<file path="config.mk">
export PLATFORM = sky130hd
export DESIGN_NAME = pwm_fade_controller
export DESIGN_NICKNAME = d
export VERILOG_FILES = /design/src/rtl/pwm_ctrl_pkg.sv /design/src/rtl/tick_prescaler.sv /design/src/rtl/pwm_fade_controller.sv
export SDC_FILE = /design/constraint.sdc
export NUM_CORES = 1
export LEC_CHECK = 0
export BUFFER_PORTS_ARGS = -buffer_cell sky130_fd_sc_hd__buf_2
export CAP_MARGIN = 0
export CORE_UTILIZATION = 40
export CTS_BUF_LIST = sky130_fd_sc_hd__clkbuf_16
export DETAILED_ROUTE_END_ITERATION = 10
export GPL_ROUTABILITY_DRIVEN = 0
export PLACE_DENSITY_LB_ADDON = 0.25
export SYNTH_ARGS = -nofsm -noshare
export SYNTH_HDL_FRONTEND = slang
export SYNTH_SLANG_ARGS = --single-unit
</file>
<file path="constraint.sdc">
create_clock -name clk -period 3.6 [get_ports clk]
set_clock_uncertainty 0.2 [all_clocks]
set_input_delay 0.18 -clock clk [delete_from_list [all_inputs] [get_ports clk]]
set_output_delay 0.18 -clock clk [all_outputs]
set_load 0.01 [all_outputs]
</file>
<file path="src/rtl/pwm_ctrl_pkg.sv">
// Shared types and widths for the PWM duty fade controller.
package pwm_ctrl_pkg;

    localparam int DUTY_W = 8;
    localparam int STEP_W = 4;
    localparam int DIV_W  = 8;

    typedef enum logic [1:0] {
        IDLE = 2'd0,
        UP   = 2'd1,
        DOWN = 2'd2
    } state_e;

endpackage

</file>
<file path="src/rtl/tick_prescaler.sv">
// Base-tick prescaler: counts 0..TICK_DIV-1 while run is high, tick on the last count.
module tick_prescaler #(
    parameter int TICK_DIV = 1000,
    parameter int TICK_W   = 16
) (
    input  logic clk,
    input  logic rst_n,
    input  logic run,
    input  logic clear,
    output logic tick
);

    localparam logic [TICK_W-1:0] LAST = TICK_W'(TICK_DIV - 1);

    logic [TICK_W-1:0] r_cnt;

    assign tick = run && (r_cnt == LAST);

    always_ff @(posedge clk or negedge rst_n) begin
        if (!rst_n) begin
            r_cnt <= '0;
        end else if (clear) begin
            r_cnt <= '0;
        end else if (run) begin
            r_cnt <= tick ? '0 : r_cnt + TICK_W'(1);
        end
    end

endmodule

</file>
<file path="src/rtl/pwm_fade_controller.sv">
// Ramps the PWM duty toward the SPI target in programmable steps, or passes it
// straight through (one cycle late) when fading is disabled.
module pwm_fade_controller
    import pwm_ctrl_pkg::*;
#(
    parameter int TICK_DIV = 1000,
    parameter int TICK_W   = 16
) (
    input  logic              clk,
    input  logic              rst_n,
    input  logic [DUTY_W-1:0] target_duty,
    input  logic              fade_en,
    input  logic [STEP_W-1:0] step_size,
    input  logic [DIV_W-1:0]  step_div,
    output logic [DUTY_W-1:0] duty_out,
    output logic              busy,
    output logic              done
);

    state_e            r_state;
    state_e            w_state_nxt;
    logic [DUTY_W-1:0] r_duty;
    logic [DUTY_W-1:0] w_duty_nxt;
    logic              r_done;
    logic              w_done_nxt;
    logic              r_busy;
    logic [DIV_W-1:0]  r_step_cnt;
    logic [DIV_W-1:0]  w_div_last;
    logic [DUTY_W-1:0] w_step;
    logic [DUTY_W:0]   w_diff_up;
    logic [DUTY_W:0]   w_diff_dn;
    logic              w_up;
    logic              w_dn;
    logic              w_tick;
    logic              w_fire;
    logic              w_clear;
    logic              w_run;

    assign w_step     = (step_size == '0) ? DUTY_W'(1) : DUTY_W'(step_size);
    assign w_div_last = (step_div == '0) ? '0 : step_div - DIV_W'(1);
    assign w_up       = target_duty > r_duty;
    assign w_dn       = target_duty < r_duty;
    assign w_diff_up  = {1'b0, target_duty} - {1'b0, r_duty};
    assign w_diff_dn  = {1'b0, r_duty} - {1'b0, target_duty};

    // Counters sit at zero whenever idle or bypassed, so every ramp starts fresh.
    assign w_clear = !fade_en || (r_state == IDLE);
    assign w_run   = (r_state != IDLE);

    tick_prescaler #(
        .TICK_DIV (TICK_DIV),
        .TICK_W   (TICK_W)
    ) u_prescaler (
        .clk   (clk),
        .rst_n (rst_n),
        .run   (w_run),
        .clear (w_clear),
        .tick  (w_tick)
    );

    // >= rather than == so shrinking step_div mid-ramp never forces a counter wrap.
    assign w_fire = w_tick && (r_step_cnt >= w_div_last);

    always_ff @(posedge clk or negedge rst_n) begin
        if (!rst_n) begin
            r_step_cnt <= '0;
        end else if (w_clear || w_fire) begin
            r_step_cnt <= '0;
        end else if (w_tick) begin
            r_step_cnt <= r_step_cnt + DIV_W'(1);
        end
    end

    always_comb begin
        w_state_nxt = r_state;
        w_duty_nxt  = r_duty;
        w_done_nxt  = 1'b0;
        if (!fade_en) begin
            w_state_nxt = IDLE;
            w_duty_nxt  = target_duty;
        end else begin
            case (r_state)
                IDLE: begin
                    if (w_up)      w_state_nxt = UP;
                    else if (w_dn) w_state_nxt = DOWN;
                end
                UP, DOWN: begin
                    if (!w_up && !w_dn) begin
                        w_state_nxt = IDLE;
                        w_done_nxt  = 1'b1;
                    end else if (w_fire && w_up) begin
                        if (w_diff_up <= {1'b0, w_step}) begin
                            w_duty_nxt  = target_duty;
                            w_state_nxt = IDLE;
                            w_done_nxt  = 1'b1;
                        end else begin
                            w_duty_nxt  = r_duty + w_step;
                            w_state_nxt = UP;
                        end
                    end else if (w_fire) begin
                        if (w_diff_dn <= {1'b0, w_step}) begin
                            w_duty_nxt  = target_duty;
                            w_state_nxt = IDLE;
                            w_done_nxt  = 1'b1;
                        end else begin
                            w_duty_nxt  = r_duty - w_step;
                            w_state_nxt = DOWN;
                        end
                    end else begin
                        w_state_nxt = w_up ? UP : DOWN;
                    end
                end
                default: w_state_nxt = IDLE;
            endcase
        end
    end

    always_ff @(posedge clk or negedge rst_n) begin
        if (!rst_n) begin
            r_state <= IDLE;
            r_duty  <= '0;
            r_done  <= 1'b0;
            r_busy  <= 1'b0;
        end else begin
            r_state <= w_state_nxt;
            r_duty  <= w_duty_nxt;
            r_done  <= w_done_nxt;
            r_busy  <= (w_state_nxt != IDLE);
        end
    end

    assign duty_out = r_duty;
    assign busy     = r_busy;
    assign done     = r_done;

endmodule

</file>
==> results, run 1 <==
- The flow ran to the end, and the final reports show no timing, DRC or antenna violations.
- The number of top-level pins is 33.
- The buffer depth of the longest clock path is 2.
- The max-slew violation total from the final report is 0.
- Including well taps, the total number of placed cells is 590.
- The signal arrival time at the worst endpoint is 3.40 ns.
- For this run, the leading register cell type out of synthesis is dfrtp_1.
- The proportion of power drawn by flip-flops and latches is 31.9%.
- Leaving out filler cells and counting taps, the final layout contains 600.
- The worst setup path is captured at a flip-flop.
- Setup repair after global routing could not meet its margin everywhere.
- The number of antenna diodes in the final layout is 0.
- The number of synthesized register bits is 36.
- On the worst path, the slowest cell contributes a delay of 0.48 ns.
- Summed over all cells, the static leakage comes to 0.00194 uW.
- In this run the worst hold path is classified as input port to flip-flop.
- The internal reg-to-reg setup slack is 0.16 ns.
- The half-perimeter wire length after placement is 7050 um.
- The detailed router placed 3265 vias in this run.
- The number of enable-type register cells in the synthesized netlist is 0.
- The remaining routing DRC violations is 0.
- Adding up every negative setup slack in the final design gives 0 ns.
- The clock latency on the worst-skew pair is 0.28 ns.
- The root buffer cell chosen for the clock tree is clkbuf_16.
- Global routing used 2.59% of the available met3 tracks.
- In the final layout, the share of cells above drive strength 1 is 17.9%.
- The number of antenna violations at the first check in global routing was 0.
- The floorplan die width is 97.5 um.
- The post-synthesis instance total is 441.
- For the pin with the worst max-slew slack, the measured transition is 0.839 ns.
- The proportion of synthesized flip-flops having asynchronous set or reset is 100%.
- The maximum number of pins on one net before global-route repair is 37.
- The clock period could shrink to 3.44 ns.
- The kind of start point of the critical path is a flip-flop.
- The floorplan step defined a core boundary enclosing 8760 um^2.
- The data required time of the critical path is 3.56 ns.
- Based on the critical path, the design can be clocked at up to 291 MHz.
- The cell row count is 34.
- The CTS tree is built.
- Global routing used 18.8% of the available tracks across all layers.
- Yosys printed 0 warnings.
- The share of total power dissipated in the clock network is 31.8%.
- Port buffering added 32 buffers.
- After layout, the worst setup slack is 0.165 ns.
- The count of nets left with antenna violations once routing finished came out at 0.
- The detailed-router iteration count before antenna repair is 4.
- Sorting the synthesized cells by area gives the leading types as dfrtp_1, ha_1, nor2_1, xor2_1, inv_1.
- The layout-stage area growth over the synthesis result is 16.3%.
- After detailed routing, the number of vias per cell comes to 5.44.
- Traced cell by cell, the critical path runs through inv_1, ha_1, fa_1, inv_1, ha_1, nor2b_1, o21ai_0, a21oi_1, a2111oi_2, buf_4, nand4_4, mux2_4, o31ai_1, nor2_1.
- The die covers 9510 um^2.
- On the critical path, the stage with the largest delay is an instance of fa_1.
- The met2 usage is 30.2%.
- CTS built an H-tree with a depth of 2.
- The area share of the largest cell type after synthesis is 24.7%.
- Max-cap violations in this run came to 0.
- Each instance of the synthesized netlist takes up on average 8.28 um^2.
- In this run the power density over the cells is 325 nW/um^2.
- By startpoint and endpoint, the worst setup path is classified as flip-flop to flip-flop.
- IR analysis of the VDD net gives a maximum drop of 0.160 mV.
- After layout, the worst path uses 95.4% of the clock period.
- The first global-routing pass estimated 14500 um of wire.
- The global routing usage on met1 is 26.2%.
- The mean routed wirelength per cell is 14.9 um.
- The initial utilization of the core area, before any placement, comes to 41.7%.
- The final core utilization is 48.5%.
- Setup violations remaining at the end of the flow were counted as 0.
- The switching portion of total power is 35.8%.
- For this run the aggregate overflow at the end of global routing stands at 0.
- The floorplan step set the die height to 97.5 um.
- The worst slack at placement is -0.0355 ns.
- The fraction of the yosys area taken by sequential cells is 24.7%.
- The post-synthesis cell type count is 68.
- The clock transition at the registers of the reported paths is 0.06 ns.
- The net count reported at finish is 562.
- The internal power component is 885 uW.
- In this run the tightest slew margin relative to its limit is 44.1%.
- Summing every instance area after synthesis gives 3650 um^2.
- The maximum fanout along the worst path is 7.
- The busiest layer in global routing is met2.
- Clock tree synthesis found a total of 36 sinks.
- The number of hold violations in the final report is 0.
- The total clock buffers created by CTS is 5.
- The starting DRC count in detailed routing is 197.
- Combinational logic is responsible for 36.3% of the overall power.
- For this design the total switching power over the nets is 493 uW.
- The dominant cell type by area after synthesis is dfrtp_1.
- The number of global-route vias before repair is 3008.
- The total wire length is 8910 um.
- The net count after synthesis is 512.
Yosys cell counts (3+ instances only):
cell type / n
fa_1: 4
a2111oi_0: 3
nor3_1: 8
and4_1: 5
o211ai_1: 11
inv_1: 38
nand3_1: 17
xnor2_1: 9
clkbuf_1: 6
or3_1: 3
xor2_1: 18
o21a_1: 3
ha_1: 44
and3_1: 8
o21ai_0: 18
nand4_1: 13
nor2b_1: 11
nor2_1: 59
a21oi_1: 22
nand2b_1: 7
and2_1: 5
a31oi_1: 13
dfrtp_1: 36
a211oi_1: 3
nand2_1: 23
o31ai_1: 4
critical path, delay by kind of cell (launching register included):
family                   cells  cell delay, ns
AO/OA/AOI/OAI                4            0.72
multiplexers                 1            0.39
buffers and inverters        3            0.30
adder cells (fa/ha/maj)      3            0.96
AND/OR/NAND/NOR              3            0.36
flip-flops                   1            0.40
metrics by stage:
step                      power (uW)  area, um^2  hold WS (ns)
after global placement           914        4040         0.129
after CTS                       1370        4200       0.00736
after global routing            1470        4250        0.0229
after detailed placement         924        4040         0.149
final                           1380        4250        0.0111
after floorplan                  779        3650        -0.316
logic make-up (layout without fill, tap and decap cells):
group,count (synthesis),in the layout,synth area share (%)
multiplexers,2,2,0.685
flip-flops,36,36,24.7
buffers and inverters,50,101,5.72
adder cells (fa/ha/maj),48,48,17.3
XOR/XNOR,27,27,6.48
AO/OA/AOI/OAI,102,102,19.8
AND/OR/NAND/NOR,176,176,25.4
layout make-up:
class                   instances  area [um^2]
flip-flops and latches         36          901
clock buffers                   5          125
multi-input cells             355         2580
clock inverters                 3         23.8
well taps                     108          135
inverters                      38          143
repair buffers                 55          339
fillers                       870         4520
registers in the layout, summed over array words and instances, names as in the netlist:
| name | count |
|---|---|
| u_prescaler.r_cnt | 16 |
| busy | 1 |
| r_step_cnt | 8 |
| done | 1 |
| duty_out | 8 |
| r_state | 2 |
layout by cell type, fill, tap and decap left out, types with 3 or more instances in the layout:
master      n
a211oi_1    3
a21oi_1    22
a31oi_1    12
and2_1      5
and3_1      8
and4_1      5
buf_2      32
buf_4      21
clkbuf_16   5
dfrtp_1    36
fa_1        4
ha_1       44
inv_1      38
nand2_1    23
nand2b_1    7
nand3_1    17
nand4_1    13
nor2_1     59
nor2b_1    11
nor3_1      8
o211ai_1   11
o21a_1      3
o21ai_0    18
or3_1       3
xnor2_1     9
xor2_1     18
per-layer routing:
metal,vias up,wire [um]
met5,-,0
met4,0,150
met3,12,215
met2,44,4080
met1,1536,4470
li1,1673,-
final timing paths:
kind | cells past startpoint | to | startpoint
setup reg to reg | 14 | duty_out[5]$_DFFE_PN0P_ | duty_out[0]$_DFFE_PN0P_
hold reg to reg | 1 | u_prescaler.r_cnt[0]$_DFFE_PN0P_ | u_prescaler.r_cnt[0]$_DFFE_PN0P_
setup / recovery | 14 | duty_out[5]$_DFFE_PN0P_ | duty_out[0]$_DFFE_PN0P_
hold / removal | 3 | duty_out[0]$_DFFE_PN0P_ | target_duty[0]
max in group asynchronous | 2 | u_prescaler.r_cnt[13]$_DFFE_PN0P_ | rst_n
min in group asynchronous | 2 | r_state[0]$_DFF_PN0_ | rst_n
power groups by stage:
stage	registers, uW	logic [uW]	clock network, uW
6_report	439	500	438
3_3_place_gp	446	468	0
3_5_place_dp	447	478	0
5_1_grt	442	557	468
4_1_cts	439	484	448
2_1_floorplan	449	331	0
timing repair:
| item | 4_1_cts | 5_1_grt |
|---|---|---|
| pin swaps | 0 | 1 |
| buffers inserted | 0 | 1 |
| hold buffers | 1 | 0 |
| endpoints found under the setup margin | 8 | 10 |
| endpoints found under the hold margin | 36 | 0 |
| gates resized for setup | 2 | 8 |
Note: power is estimated with default switching activity, not from simulation.
==> inputs of run 2 (changes only) <==
clock period = 4.4 ns   (was 3.6 ns; I/O delays follow)
==> run 2 against run 1 <==
Compared with the run above:
- setup slack improved by 0.15 ns
- sequential power decreased by 17%
- non-clock buffer count decreased by 21
- register-to-register slack improved by 0.15 ns
- largest power group is now clock
- first-iteration DRC count decreased by 25%
- cell count decreased by 3.5%
- highest routed layer unchanged
- critical path depth decreased by 3
- sequential cell count unchanged
- die area unchanged
- count of clock-buffer cells in the layout unchanged
- combinational power decreased by 26%
- fmax decreased by 16%
==> results, run 2 (synthesis results as in run 1) <==
- The flow ran to the end, and the final reports show no timing, DRC or antenna violations.
- The number of nets with antenna violations after detailed routing is 0.
- The vertical extent of the die is 97.5 um.
- The worst pin sits at a relative slew slack of 42.1%.
- The number of top-level pins is 33.
- Entering global routing, the biggest net connects 37 pins.
- Once placement completed, the tool counted placed cells totaling 570.
- Walking the worst path, the cells encountered are inv_1, fa_1, ha_1, nor2b_1, o21ai_0, a21oi_1, a2111oi_0, o211ai_2, mux2_4, o31ai_1, nor2_1.
- The number of hold violations in the final report came to 0.
- The number of levels in the clock H-tree is 2.
- The floorplan has 34 rows.
- The half-perimeter wire length after placement is 6860 um.
- Measured on the finished design, the core utilization comes to 46.4%.
- Input and output buffers added on the ports amount to 32.
- The number of fillers in the final layout is 853.
- The most common library cell in the layout ignoring fill and taps is nor2_1.
- For the pin with the worst max-slew slack, the measured transition is 0.869 ns.
- The number of antenna violations at the first check in global routing came to 0.
- The first global-routing pass estimated 14700 um of wire.
- Once layout is complete, the cells apart from fillers number 579.
- Hold is met by 0.0234 ns.
- Power spread over the standard cell area amounts to 282 nW/um^2.
- The fraction of final layout cells with drive strength greater than 1 is 13.2%.
- Clock tree synthesis found a total of 36 sinks.
- The total clock buffers created by CTS is 5.
- In the post-route analysis, the smallest setup slack over all paths is 0.319 ns.
- The net count reported at finish is 541.
- The area of the multi-input gates is 2540 um^2.
- The remaining routing DRC violations is 0.
- The starting DRC count in detailed routing is 148.
- The data required time of the critical path is 4.36 ns.
- For the final routed database, the setup TNS stands at 0 ns.
- In this run the critical register-to-register path is launched from duty_out[1]$_DFFE_PN0P_.
- Clock latency on the worst-skew pair, taken at its later pin, is 0.28 ns.
- The total overflow left after global routing is 0.
- The kind of critical path is flip-flop to flip-flop.
- The die covers 9510 um^2.
- The floorplan die width is 97.5 um.
- The maximum vdd ir drop is 0.204 mV.
- Ranked by flip-flop count, first place goes to u_prescaler.r_cnt.
- Before antenna repair, the detailed router went through 4 iterations.
- The core region is 8760 um^2.
- The max-slew violation total from the final report was 0.
- The total global-route track usage is 18.8%.
- Relative to the synthesized area, the layout overhead comes to 11.3%.
- The worst setup path startpoint is duty_out[1]$_DFFE_PN0P_.
- The origin of the worst min-delay path is target_duty[0].
- The cell with the largest stage delay on the worst path is a2111oi_0.
- The effective utilization at floorplan is 41.7%.
- The buffer depth of the longest clock path is 2.
- Setup violations remaining at the end of the flow were counted as 0.
- The signal arrival time at the worst endpoint is 4.05 ns.
- The routed layout has 3234 vias.
- The cell at the root of the clock tree is clkbuf_16.
- The total wire length is 8860 um.
- The largest incremental delay on the critical path is 0.60 ns.
- The nature of the critical path endpoint is a flip-flop.
- In this run the register-to-register setup slack is 0.32 ns.
- For this run, the top clock speed supported by timing is 245 MHz.
- The max-cap violation count is 0.
- Setup repair after global routing left no endpoint under its margin.
- Clock-pin slew was measured on the worst setup and hold paths at 0.05 ns.
- The number of diodes added for antenna fixing is 0.
- The post-route fraction of the period consumed by the critical path is 92.7%.
- The mean number of vias per cell is 5.59.
- The worst slack at placement is 0.434 ns.
- The register with the most flip-flops in the layout has 16 of them.
- The final critical-path required period is 4.08 ns.
- In this run the static leakage power is 0.00185 uW.
- The CTS tree is built.
- Registers take 901 um^2.
- The mean routed wirelength per cell is 15.3 um.
- In the layout the commonest cells are nor2_1, ha_1, inv_1.
- The min-delay analysis places its worst path in the category input port to flip-flop.
- The number of global-route vias before repair is 3150.
- Of all nets on the critical path, the largest fanout is 13.
- The worst setup path is launched from a flip-flop.
run 2: cell count changes in the layout (fill, tap and decap cells not counted), moves of 2 or more:
cell	before	now
o31ai_2	2	0
o31ai_1	2	4
buf_4	21	1
a2111oi_0	0	3
a2111oi_2	2	0
run 2: per-stage QoR:
step | power (uW) | instance area [um^2]
after global placement | 728 | 3890
after global routing | 1210 | 4070
after detailed placement | 739 | 3890
after CTS | 1150 | 4070
final | 1150 | 4070
after floorplan | 638 | 3650
run 2: layout make-up:
type,instances,area share (%)
Tap cell,108,3.32
Timing Repair Buffer,34,4.37
Inverter,38,3.51
Multi-Input combinational cell,355,62.5
Sequential cell,36,22.2
Clock inverter,3,1.05
Clock buffer,5,3.08
run 2: repair_timing:
action                                 in CTS  in global routing
endpoints found under the hold margin      36                  0
gates resized for setup                     0                  0
hold buffers                                1                  0
buffers inserted                            0                  0
run 2: final timing paths:
path	endpoint	cells after the start
min in group asynchronous	r_step_cnt[6]$_DFFE_PN0P_	2
worst min-delay path	duty_out[0]$_DFFE_PN0P_	3
worst max register to register	duty_out[4]$_DFFE_PN0P_	11
max in group asynchronous	duty_out[3]$_DFFE_PN0P_	2
worst max-delay path	duty_out[4]$_DFFE_PN0P_	11
worst min register to register	u_prescaler.r_cnt[0]$_DFFE_PN0P_	1
run 2: metal layers:
| layer | share of wire, % | GRT usage (%) |
|---|---|---|
| met1 | 48 | 25.4 |
| met5 | 0 | 0 |
| met4 | 0.79 | 3.62 |
| met2 | 47 | 32.0 |
| met3 | 3.5 | 2.88 |
run 2: power by group:
part	total (uW)	leakage, uW	switching (uW)	internal, uW
Sequential	366	0.000479	21.5	345
Combinational	371	0.00129	224	148
Clock	409	0.0000798	143	266
Total	1150	0.00185	388	758
run 2: worst max-delay path: cells and delay by family, from the launching register on:
kind,cells,cell delay (ns)
AO/OA/AOI/OAI,5,1.56
AND/OR/NAND/NOR,2,0.21
flip-flops,1,0.45
buffers and inverters,1,0.29
adder cells (fa/ha/maj),2,0.80
multiplexers,1,0.44
